<file path="src/rtl/mem_bus_arbiter.sv">
`default_nettype none
// ============================================================================
// Module  : mem_bus_arbiter
// Purpose : Shares one 16-bit memory port between instruction fetch (IF) and
//           data access (MEM). Decodes the virtual address into RAM
//           (0x0000-0x7FFF, word address = vaddr>>1), ROM (0xFF00-0xFFFF,
//           address {8'h00, vaddr[7:0]}) or unmapped, sequences the
//           multi-cycle SRAM strobes and returns read data to the granted
//           requester.
// Ports   : clk, rst (async, active high)
//           if_req/if_addr            -> if_ack/if_rdata
//           mem_req/mem_we/mem_addr/mem_wdata -> mem_ack/mem_rdata
//           ram_addr/ram_din/ram_dout/ram_dout_oe/ram_ce_n/ram_oe_n/ram_we_n
//           rom_addr/rom_data (combinational ROM), busy
// Params  : RAM_WAIT - SRAM access length in cycles, 1..15
// Macro   : FAIR_ARB_EN - round-robin on simultaneous requests; when not
//           defined MEM always wins ties.
// Revision: 1.0 - initial release
// ============================================================================
module mem_bus_arbiter #(
  parameter int RAM_WAIT = 2
) (
  input  logic        clk,
  input  logic        rst,
  input  logic        if_req,
  input  logic [15:0] if_addr,
  output logic        if_ack,
  output logic [15:0] if_rdata,
  input  logic        mem_req,
  input  logic        mem_we,
  input  logic [15:0] mem_addr,
  input  logic [15:0] mem_wdata,
  output logic        mem_ack,
  output logic [15:0] mem_rdata,
  output logic [15:0] ram_addr,
  input  logic [15:0] ram_din,
  output logic [15:0] ram_dout,
  output logic        ram_dout_oe,
  output logic        ram_ce_n,
  output logic        ram_oe_n,
  output logic        ram_we_n,
  output logic [15:0] rom_addr,
  input  logic [16-1:0] rom_data,
  output logic        busy
);

  typedef enum logic [1:0] {
    IDLE    = 2'd0,
    RAM_ACC = 2'd1,
    ROM_RD  = 2'd2,
    ACK     = 2'd3
  } state_t;

  state_t      state, state_nxt;
  logic [3:0]  wait_cnt;
  logic [15:0] lat_addr;
  logic [15:0] lat_wdata;
  logic        lat_we;
  logic        gnt_mem;   // requester owning the current transaction
  logic        last_mem;  // requester granted most recently (0 = IF)
  logic [15:0] rdata;

  logic        any_req;
  logic        pick_mem;
  logic [15:0] sel_addr;
  logic        sel_we;
  logic        sel_ram;
  logic        sel_rom;

  // Arbitration and decode of the requester that would be granted now.
  always_comb begin
`ifdef FAIR_ARB_EN
    pick_mem = mem_req && (!if_req || !last_mem);
`else
    pick_mem = mem_req;
`endif
    any_req  = if_req || mem_req;
    sel_addr = pick_mem ? mem_addr : if_addr;
    sel_we   = pick_mem && mem_we;
    sel_ram  = ~sel_addr[15];
    sel_rom  = &sel_addr[15:8];
  end

  always_ff @(posedge clk or posedge rst) begin
    if (rst) begin
      state     <= IDLE;
      wait_cnt  <= 4'd0;
      lat_addr  <= 16'h0000;
      lat_wdata <= 16'h0000;
      lat_we    <= 1'b0;
      gnt_mem   <= 1'b0;
      last_mem  <= 1'b0;
      rdata     <= 16'h0000;
    end else begin
      state <= state_nxt;
      case (state)
        IDLE: begin
          if (any_req) begin
            lat_addr  <= sel_addr;
            lat_we    <= sel_we;
            lat_wdata <= pick_mem ? mem_wdata : 16'h0000;
            gnt_mem   <= pick_mem;
            last_mem  <= pick_mem;
            wait_cnt  <= 4'(RAM_WAIT - 1);
            // Unmapped accesses go straight to ACK with zero data.
            if (!sel_ram && !sel_rom)
              rdata <= 16'h0000;
          end
        end
        RAM_ACC: begin
          if (wait_cnt == 4'd0)
            rdata <= lat_we ? 16'h0000 : ram_din;
          else
            wait_cnt <= wait_cnt - 4'd1;
        end
        ROM_RD: rdata <= lat_we ? 16'h0000 : rom_data;
        default: ;
      endcase
    end
  end

  // Next state and strobes; strobes come straight from the state register so
  // an asynchronous reset releases them immediately.
  always_comb begin
    state_nxt   = state;
    ram_ce_n    = 1'b1;
    ram_oe_n    = 1'b1;
    ram_we_n    = 1'b1;
    ram_dout_oe = 1'b0;
    if_ack      = 1'b0;
    mem_ack     = 1'b0;
    case (state)
      IDLE: begin
        if (any_req) begin
          if (sel_ram)      state_nxt = RAM_ACC;
          else if (sel_rom) state_nxt = ROM_RD;
          else              state_nxt = ACK;
        end
      end
      RAM_ACC: begin
        ram_ce_n    = 1'b0;
        ram_oe_n    = lat_we;
        ram_we_n    = ~lat_we;
        ram_dout_oe = lat_we;
        if (wait_cnt == 4'd0)
          state_nxt = ACK;
      end
      ROM_RD: state_nxt = ACK;
      ACK: begin
        if_ack    = ~gnt_mem;
        mem_ack   = gnt_mem;
        state_nxt = IDLE;
      end
      default: state_nxt = IDLE;
    endcase
  end

  assign busy      = (state != IDLE);
  assign ram_addr  = {1'b0, lat_addr[15:1]};
  assign rom_addr  = {8'h00, lat_addr[7:0]};
  assign ram_dout  = lat_wdata;
  assign if_rdata  = rdata;
  assign mem_rdata = rdata;

endmodule
`default_nettype wire

</file>
<file path="config.mk">
export PLATFORM = sky130hd
export DESIGN_NAME = mem_bus_arbiter
export DESIGN_NICKNAME = d
export VERILOG_FILES = /design/src/rtl/mem_bus_arbiter.sv
export SDC_FILE = /design/constraint.sdc
export NUM_CORES = 1
export LEC_CHECK = 0
export ABC_AREA = 1
export BUFFER_PORTS_ARGS = -buffer_cell sky130_fd_sc_hd__buf_2
export CELL_PAD_IN_SITES_DETAIL_PLACEMENT = 0
export CELL_PAD_IN_SITES_GLOBAL_PLACEMENT = 2
export CORE_ASPECT_RATIO = 0.75
export CORE_MARGIN = 8
export CORE_UTILIZATION = 24
export CTS_BUF_LIST = sky130_fd_sc_hd__clkbuf_8
export DETAILED_ROUTE_END_ITERATION = 12
export HOLD_SLACK_MARGIN = 0.12
export PLACE_DENSITY_LB_ADDON = 0.1
export SETUP_SLACK_MARGIN = 0.02
export SLEW_MARGIN = 20
export SYNTH_ARGS = -nofsm -noshare
export SYNTH_HDL_FRONTEND = slang
export SYNTH_SLANG_ARGS = --single-unit
</file>
<file path="constraint.sdc">
create_clock -name clk -period 2.45 [get_ports clk]
set_input_delay 0.1225 -clock clk [delete_from_list [all_inputs] [get_ports clk]]
set_output_delay 0.1225 -clock clk [all_outputs]
set_load 0.03 [all_outputs]
</file>
# Word level (Yosys, flattened, before mapping)
# Cells that the tools add are included.
# word_totals
regBits	56
latch_bits	0
ramBits	0
rom_bits	0
inputBits	85
out_inout_bits	87
wordCells	53
n_memories	0
# op_classes
addsub	1
mul	0
div_mod_pow	0
n_lt_le_gt_ge	0
eq_ne	7
shifts	0
mux	22
bitwise	2
n_reduce_logical	14
# op_table
operator	count
2-to-1 mux 16 bit	7
one-hot mux 16 bit (3 select lines)	1
2-to-1 mux 4 bit	2
!= test 2 bit, second input constant	4
one-hot mux 2 bit (4 select lines)	1
one-hot mux 4 bit (2 select lines)	1
AND reduction 8 bit	1
2-to-1 mux 1 bit	7
2-to-1 mux 2 bit	3
== test 2 bit, second input constant	2
logical NOT 4 bit	1
AND reduction 2 bit	2
AND reduction 4 bit	1
nonzero test 2 bit	2
subtractor 4 x 1 -> 4 bit, second input constant	1
AND reduction 3 bit	1
nonzero test 3 bit	1
== test 2 x 1 -> 1 bit, second input constant	1
logical AND 1 bit	2
logical NOT 2 bit	1
inverter 1 bit	2
logical NOT 1 bit	1
logical OR 1 bit	1

# Depth between registers and ports, before layout
# Gate-level depths: netlist of run 1.
# logic_depth
ltp_word	7
ltp_mapped	14

# Least setup slack after synthesis of run 1
# No wires, ideal clock.
# synth_timing
path_type	reg-to-reg
from	register state[0]
to	register lat_addr[0]
setup_time_ns	0.141
t_arrival_ns	1.562
required_ns	2.309
setup_slack_ns	0.747
stages_incl_launch_ff	8
synth_period_minus_slack_ns	1.703
cell_sequence	dfrtp_1 > inv_1 > ha_1 > buf_2 > inv_2 > nor2_2 > clkbuf_1 > a31oi_1
# synth_between
elab_chain_cells	2
# synth_lines
item	line_no	text
start, declared	54	state_t state, state_nxt;
start signal, assigned	95	state <= state_nxt;
logical NOT 2 bit	96	case (state)
AND reduction 2 bit (no line)	-	
end signal, assigned	99	lat_addr <= sel_addr;
end, declared	56	logic [15:0] lat_addr;
# No other way between the ends.
# A chain may end at the register's enable or synchronous reset.

# Worst setup path after layout of run 1
# layout_timing
from	register state[0]
to	register lat_addr[11]
# Same word-level chain as after synthesis.

==> summary.md, run 1 <==
| Metric | Value |
|---|---|
| Asr flop ratio synth | `100%` |
| Comb power frac | `61.5%` |
| Slew margin rel. | `54.4%` |
| Antenna Nets Post-Route | `0` |
| Worst-margin pin slew | `683 ps` |
| Register bit total from synthesis | `56` |
| Full die area | `17100 um2` |
| Synth Area per Inst | `~7.9 um2` |
| Register area | `1400 um2` |
| Hold_ws | `180 ps` |
| Footprint of the multi-input gates | `1350 um2` |
| Max cap viols | `0` |
| Post-route cell area | `4550 um2` |
| H-tree depth | `2` |
| 1st-iter DRT viols | `about 150` |
| Mapped cell area | `about 3100 um2` |
| Worst path required time | `between 2000 and 3000 ps` |
| Pre-CTS WS | `around 530 ps` |
| Leakage power | `roughly 0.0024 uW` |
| Hold WC Path Type | `in -> reg` |
| Synth cell count leaders | `105 x nand2_1, 68 x nand3_1, 56 x dfrtp_1` |
| P_int | `2820 uW` |
| Cell with the most instances after synthesis | `nand2_1` |
| Switching share of power | `50.8%` |
| Diodes inserted | `0` |
| Largest net degree at the start of global routing | `36` |
| Number of fill cells | `1413` |
| Reg2reg setup slack | `250 ps` |
| CTS tree | `done` |
| Post-CTS Setup Bufs | `0` |
| Clk slew on worst S/H paths | `110 ps` |
| Multiplexer share of the synthesized area | `0%` |
| Most used flip-flop cell after synthesis | `dfrtp_1` |
| Clock power frac | `11.9%` |
| DR vias/cell | `4.32` |
| Buf+Inv Stages, Crit Path | `4` |
| DRT Wirelength | `11.3 mm` |
| IO Count | `172` |
| Area Overhead vs Synth | `44.9%` |
| Num CTS Buffers | `5` |
| Routed via count | `3246` |
| DR DRC count | `0` |
| Starting Density | `between 20 and 25%` |
| Max Clock Freq | `455 MHz` |
| CP delay by family, top | `buffers and inverters` |
| Die W | `148 um` |
| Global-route wire length before repair | `17.9 mm` |
| HPWL after DPL | `8.49 mm` |
| Synthesized instance count | `roughly 400` |
| Placer Congestion | `0.762` |
| Seq/Total Area, Yosys | `44.6%` |
| PwrDens | `1260 nW/um2` |
| Vias in the first global route | `roughly 3500` |
| Gr usage total | `approximately an eighth` |
| Largest family of logic cells by synthesized area | `simple AND/OR/NAND/NOR gates` |
| Number of synthesized flops with an enable pin | `0` |
| # setup viols final | `0` |
| Simple-gate area share of the yosys netlist | `28.7%` |
| DR WL/cell | `15.0 um` |
| Sequential power share | `26.6%` |
| Final #Nets | `672` |
| Synth Area in Compound Gates | `10.2%` |
| Max VDD drop | `0.000532 V` |
| Initial antenna violation count | `0` |
| Critical-path top delay cell | `dlygate4sd3_1` |
| Clk_lat worst skew | `320 ps` |
| Placed Instance Area | `just under 4000 um2` |
| Top-area cell type share of the netlist area | `44.6%` |
| Placeable Area | `12900 um2` |
| Layout Skew | `8.12 ps` |
| Site row count | `36` |
| Crit path kind | `reg -> reg` |
| Slew Limit Fails | `0` |
| Net Sw Power | `2910 uW` |
| CP Max Fanout | `35` |
| Setup TNS | `0 ps` |
| Yosys cell types | `26` |
| Post-layout util | `35.3%` |
| CTS Sinks | `56` |
| Share of cells above drive strength 1 | `32.8%` |
| GRT overflow | `0` |
| DIE HEIGHT | `115 um` |
| CP Cell Sequence | `inv_1, ha_1, inv_4, nor2_2, buf_12, nor2_1, a31oi_1, dlygate4sd3_1` |
| RSZ-0062 raised after global routing | `no` |
| Longest Clk Path Bufs | `2` |
| Endpoint type of the worst setup path | `flop` |
| CTS root buf | `clkbuf_8` |
| CP Data Arrival Time | `2460 ps` |
| Synth warn | `0` |
| Min setup slack post-route | `around 250 ps` |
| Part of the cycle the worst path needs | `approximately nine tenths` |
| Crit path launch type | `flop` |
| Synth area leaders | `dfrtp_1 45%, nand2_1 13%, nand3_1 11%` |
| Buffers on Ports | `162` |
| Cell taking the most area after synthesis | `dfrtp_1` |
| Status | `finished clean` |
| Minimum clock period | `around 2200 ps` |
| DRT Pass-1 Iters | `5` |
| Largest stage delay, worst path | `560 ps` |
| Synth Area in XOR/XNOR | `0%` |
| Adder-cell share of the synthesized area | `3.18%` |
| Final Hold Vio Count | `0` |
-- kinds of logic after synthesis --
logic type	count (synthesis)
DFF	56
other	1
adders and majority gates	8
and+or+nand+nor	206
buffers and inverters	70
AOI/OAI and AO/OA	58
-- path summary, 6_finish.rpt --
check,start,end,cells after the start
worst min-delay path,mem_req,ram_dout[9],3
worst max register to register,state[0],lat_addr[11],8
worst min register to register,ram_dout[8],ram_dout[8],2
min in group asynchronous,rst,if_rdata[5],3
worst max-delay path,state[0],lat_addr[11],8
max in group asynchronous,rst,ram_dout[1],4
-- routing by layer --
layer | vias up | global-route usage, % | wire, um
met5 | - | 0 | 0
met2 | 94 | 20.7 | 5230
met3 | 5 | 4.36 | 745
met1 | 1511 | 16.9 | 5240
met4 | 0 | 2.91 | 70
li1 | 1636 | - | -
-- worst min-delay path: stages --
cell and delay (ps):
buf_2 190, nand3_1 100, nand2_1 50
-- layout make-up --
type	instances	area share, %
Clock inverter	1	0.660
Timing Repair Buffer	220	30.7
Sequential cell	56	30.8
Clock buffer	7	2.12
Inverter	15	1.35
Tap cell	171	4.70
Multi-Input combinational cell	281	29.7
-- timing repair --
| item | in CTS | in global routing |
|---|---|---|
| setup endpoints to repair | 0 | 16 |
| hold endpoints to repair | 58 | 0 |
| hold buffers | 50 | 0 |
| gates resized for setup | 0 | 5 |
-- per-stage QoR --
| stage | cells | total power, uW |
|---|---|---|
| 5_1_grt | 751 | 6210 |
| 4_1_cts | 751 | 5800 |
| 3_5_place_dp | 693 | 4810 |
| 6_report | 751 | 5740 |
| 2_1_floorplan | 407 | 3940 |
| 3_3_place_gp | 693 | 4800 |
-- power groups by stage --
stage	clock (uW)	sequential, uW	combinational, uW
2_1_floorplan	0	2130	1810
3_3_place_gp	0	1540	3260
3_5_place_dp	0	1550	3260
4_1_cts	716	1530	3550
5_1_grt	746	1580	3890
6_report	682	1530	3530
-- flip-flops by register name, indices dropped and copies added, names as in the netlist --
signal / cells
lat_addr: 16
lat_we: 1
if_rdata: 16
gnt_mem: 1
ram_dout: 16
wait_cnt: 4
state: 2
-- cell usage in the layout (no fill, tap or decap) --
master / n
a21boi_0: 1
a21oi_1: 16
a22oi_1: 2
a31oi_1: 16
buf_12: 2
buf_2: 162
buf_4: 6
bufinv_16: 1
clkbuf_8: 7
clkinv_1: 2
conb_1: 9
dfrtp_1: 56
dlygate4sd3_1: 50
ha_1: 8
inv_1: 10
inv_2: 1
inv_4: 2
nand2_1: 105
nand2_2: 3
nand2_4: 2
nand3_1: 68
nand4_1: 2
nor2_1: 22
nor2_2: 2
nor2_4: 1
o21ai_0: 22
o22ai_1: 1
or2_2: 1
No activity file was read; power rests on OpenSTA's default activity.
==> run 2, diff against run 1 <==
--- a/config.mk
+++ b/config.mk
@@ -5,13 +5,12 @@
 export SDC_FILE = /design/constraint.sdc
 export NUM_CORES = 1
 export LEC_CHECK = 0
-export ABC_AREA = 1
 export BUFFER_PORTS_ARGS = -buffer_cell sky130_fd_sc_hd__buf_2
 export CELL_PAD_IN_SITES_DETAIL_PLACEMENT = 0
 export CELL_PAD_IN_SITES_GLOBAL_PLACEMENT = 2
 export CORE_ASPECT_RATIO = 0.75
 export CORE_MARGIN = 8
-export CORE_UTILIZATION = 24
+export CORE_UTILIZATION = 26
 export CTS_BUF_LIST = sky130_fd_sc_hd__clkbuf_8
 export DETAILED_ROUTE_END_ITERATION = 12
 export HOLD_SLACK_MARGIN = 0.12
==> summary.md, run 2 <==
| Metric | Value |
|---|---|
| Share of cells above drive strength 1 | `33.8% (+1.0 points)` |
| Antenna Nets Post-Route | `0 (unchanged)` |
| Slew margin rel. | `54.6% (+0.16 points)` |
| HPWL after DPL | `8.51 mm (+0.23%)` |
| Worst Hold Depth | `3 (unchanged)` |
| Vias in the first global route | `3445 (-2.4%)` |
| Max Clock Freq | `449 MHz (-1.3%)` |
| Max VDD drop | `0.000524 V (-1.4%)` |
| Hold WC Path Type | `in -> reg` |
| Endpoint type of the worst setup path | `output pin` |
| Reg2reg setup slack | `270 ps (+20 ps)` |
| Routed via count | `3321 (+2.3%)` |
| CTS root buf | `clkbuf_8` |
| Status | `finished clean` |
| Crit path launch type | `flop` |
| Most used flip-flop cell after synthesis | `dfrtp_1` |
| 1st-iter DRT viols | `211 (+40%)` |
| DIE HEIGHT | `115 um (+0.33%)` |
| Placer Congestion | `0.717 (-5.8%)` |
| DR WL/cell | `16.1 um (+7.1%)` |
| CP Max Fanout | `17 (-51%)` |
| DR DRC count | `0 (unchanged)` |
| Worst r2r path cells | `7 (-1)` |
| CP Cell Sequence | `inv_1, ha_2, clkinv_1, buf_2` |
| Register bit total from synthesis | `56 (unchanged)` |
| Number of fill cells | `1323 (-6.4%)` |
| Cell taking the most area after synthesis | `dfrtp_1` |
| Number of synthesized flops with an enable pin | `0 (unchanged)` |
| H-tree depth | `2 (unchanged)` |
| Mapped cell area | `3430 um2 (+9.2%)` |
| GRT overflow | `0 (unchanged)` |
| CP Data Arrival Time | `2110 ps (-350 ps)` |
| Largest family of logic cells by synthesized area | `simple AND/OR/NAND/NOR gates` |
| Placeable Area | `12900 um2 (+0.35%)` |
| Worst-margin pin slew | `681 ps (-2.36 ps)` |
| Multiplexer share of the synthesized area | `4.70% (+4.7 points)` |
| Part of the cycle the worst path needs | `90.9% (+1.2 points)` |
| Top-area cell type share of the netlist area | `40.8% (-3.7 points)` |
| Gr usage total | `13.5% (+0.51 points)` |
| IO Count | `172 (unchanged)` |
| Yosys cell types | `37 (+42%)` |
| Full die area | `17200 um2 (+0.66%)` |
| DRT Pass-1 Iters | `7 (+2)` |
| CTS tree | `done` |
| DRT Wirelength | `11.9 mm (+5.1%)` |
| Synth Area in Compound Gates | `17.5% (+7.4 points)` |
| Slew Limit Fails | `0 (unchanged)` |
| Area Overhead vs Synth | `41.6%` |
| Critical-path top delay cell | `clkinv_1` |
| Critical path startpoint | `state[1]` |
| Longest Clk Path Bufs | `2 (unchanged)` |
| Largest stage delay, worst path | `540 ps (-20 ps)` |
| Crit path kind | `reg -> out` |
| # setup viols final | `0 (unchanged)` |
| PwrDens | `1210 nW/um2 (-3.7%)` |
| Synth cell count leaders | `71 x nand2_1, 56 x dfrtp_1, 51 x nand3_1` |
| Simple-gate area share of the yosys netlist | `19.6% (-9.0 points)` |
| Timing endpoint of the critical path | `busy` |
| Capture point of the worst reg-to-reg path | `if_rdata[14]` |
| Worst path required time | `2330 ps (-380 ps)` |
| Clk_lat worst skew | `310 ps (about the same)` |
| Synth Area in XOR/XNOR | `0.511% (+0.51 points)` |
| Synth warn | `0 (unchanged)` |
| Site row count | `36 (unchanged)` |
| Final #Nets | `657 (-2.2%)` |
| Synth Area per Inst | `8.80 um2 (+12%)` |
| Clk slew on worst S/H paths | `110 ps (about the same)` |
| Layout Skew | `5.36 ps (-2.76 ps)` |
| Synth area leaders | `dfrtp_1 41%, nand2_1 7.8%, buf_4 7.7%` |
| Minimum clock period | `2230 ps (+28.4 ps)` |
| RSZ-0062 raised after global routing | `no` |
| Buffers on Ports | `162 (unchanged)` |
| R2r startpoint | `state[0]` |
| DR vias/cell | `4.51 (+4.3%)` |
| Final Hold Vio Count | `0 (unchanged)` |
| Tot Pwr | `5890 uW (+2.8%)` |
| Largest net degree at the start of global routing | `49 (+36%)` |
| Asr flop ratio synth | `100% (unchanged)` |
| Seq/Total Area, Yosys | `40.8% (-3.7 points)` |
| Adder-cell share of the synthesized area | `2.92% (-0.27 points)` |
| Global-route wire length before repair | `18.7 mm (+4.6%)` |
| Synthesized instance count | `390 (-2.3%)` |
| Leakage power | `0.00252 uW (+4.9%)` |
| CTS Sinks | `56 (unchanged)` |
| Max cap viols | `0 (unchanged)` |
| Setup TNS | `0 ps (unchanged)` |
| Most frequent cells in the layout | `162 x buf_2, 71 x nand2_1, 56 x dfrtp_1, 51 x nand3_1, 46 x dlygate4sd3_1` |
| Commonest non-fill, non-tap cell in the layout | `buf_2` |
| Die W | `149 um (+0.34%)` |
| Starting Density | `26.5% (+2.1 points)` |
| Num CTS Buffers | `5 (unchanged)` |
| Cell with the most instances after synthesis | `nand2_1` |
| Initial antenna violation count | `0 (unchanged)` |
[run 2: critical path: cells and delay by family (launching register included)]
| kind | cells | cell delay, ps |
|---|---|---|
| fa+ha+maj | 1 | 290 |
| buf+inv | 3 | 1070 |
| flops | 1 | 430 |
[run 2: worst min path at each step]
| stage | startpoint | to | slack, ps |
|---|---|---|---|
| 2_1_floorplan | mem_we | lat_we | 270 |
| 3_3_place_gp | rst | if_rdata[5] | 270 |
| 3_5_place_dp | rst | if_rdata[5] | 270 |
| 4_1_cts | mem_addr[9] | lat_addr[9] | 120 |
| 5_1_grt | mem_addr[9] | lat_addr[9] | 150 |
| 6_report | mem_addr[9] | lat_addr[9] | 140 |
[run 2: per-stage QoR]
| step | util (%) | instances | area [um2] | setup WS (ps) | hold WS (ps) |
|---|---|---|---|---|---|
| final | 37.6 | 737 | 4860 | 222 | 137 |
| after global routing | 37.6 | 736 | 4860 | 78.6 | 150 |
| after CTS | 37.4 | 735 | 4830 | 183 | 121 |
| after detailed placement | 32.9 | 681 | 4250 | 272 | 273 |
| after global placement | 32.9 | 681 | 4250 | 297 | 267 |
| after floorplan | - | 398 | 3460 | 558 | 270 |
[run 2: what timing repair did]
| action | CTS | global route |
|---|---|---|
| hold endpoints to repair | 57 | 0 |
| setup buffers | 0 | 0 |
| hold buffers | 46 | 0 |
| setup endpoints to repair | 0 | 0 |
| resized for setup | 0 | 0 |
[run 2: layer usage]
layer / up-vias / GRT usage (%) / share of wire, %
met5: - / 0 / 0
met4: 0 / 3.05 / 0.78
met3: 6 / 3.08 / 5.6
met2: 93 / 21.5 / 46
met1: 1563 / 18.4 / 48
li1: 1659 / - / -
[run 2: layout make-up]
cell class | count | area (um2) | area share (%)
Multi-Input combinational cell | 257 | 1610 | 33.2
Timing Repair Buffer | 220 | 1420 | 29.2
Sequential cell | 56 | 1400 | 28.8
Tap cell | 171 | 214 | 4.40
Inverter | 24 | 90.1 | 1.85
Clock buffer | 6 | 82.6 | 1.70
Clock inverter | 2 | 38.8 | 0.798
Antenna cell | 1 | 2.50 | 0.0515
[run 2: power breakdown]
part | internal [uW] | switching [uW]
Clock | 335 | 330
Combinational | 1220 | 2420
Sequential | 1330 | 257
Total | 2880 | 3010
[run 2: kinds of logic after synthesis]
kind of cell,Yosys count
simple gates,146
buf+inv,85
compound gates,76
flops,56
mux,16
fa+ha+maj,8
xor+xnor,2
other cells,1
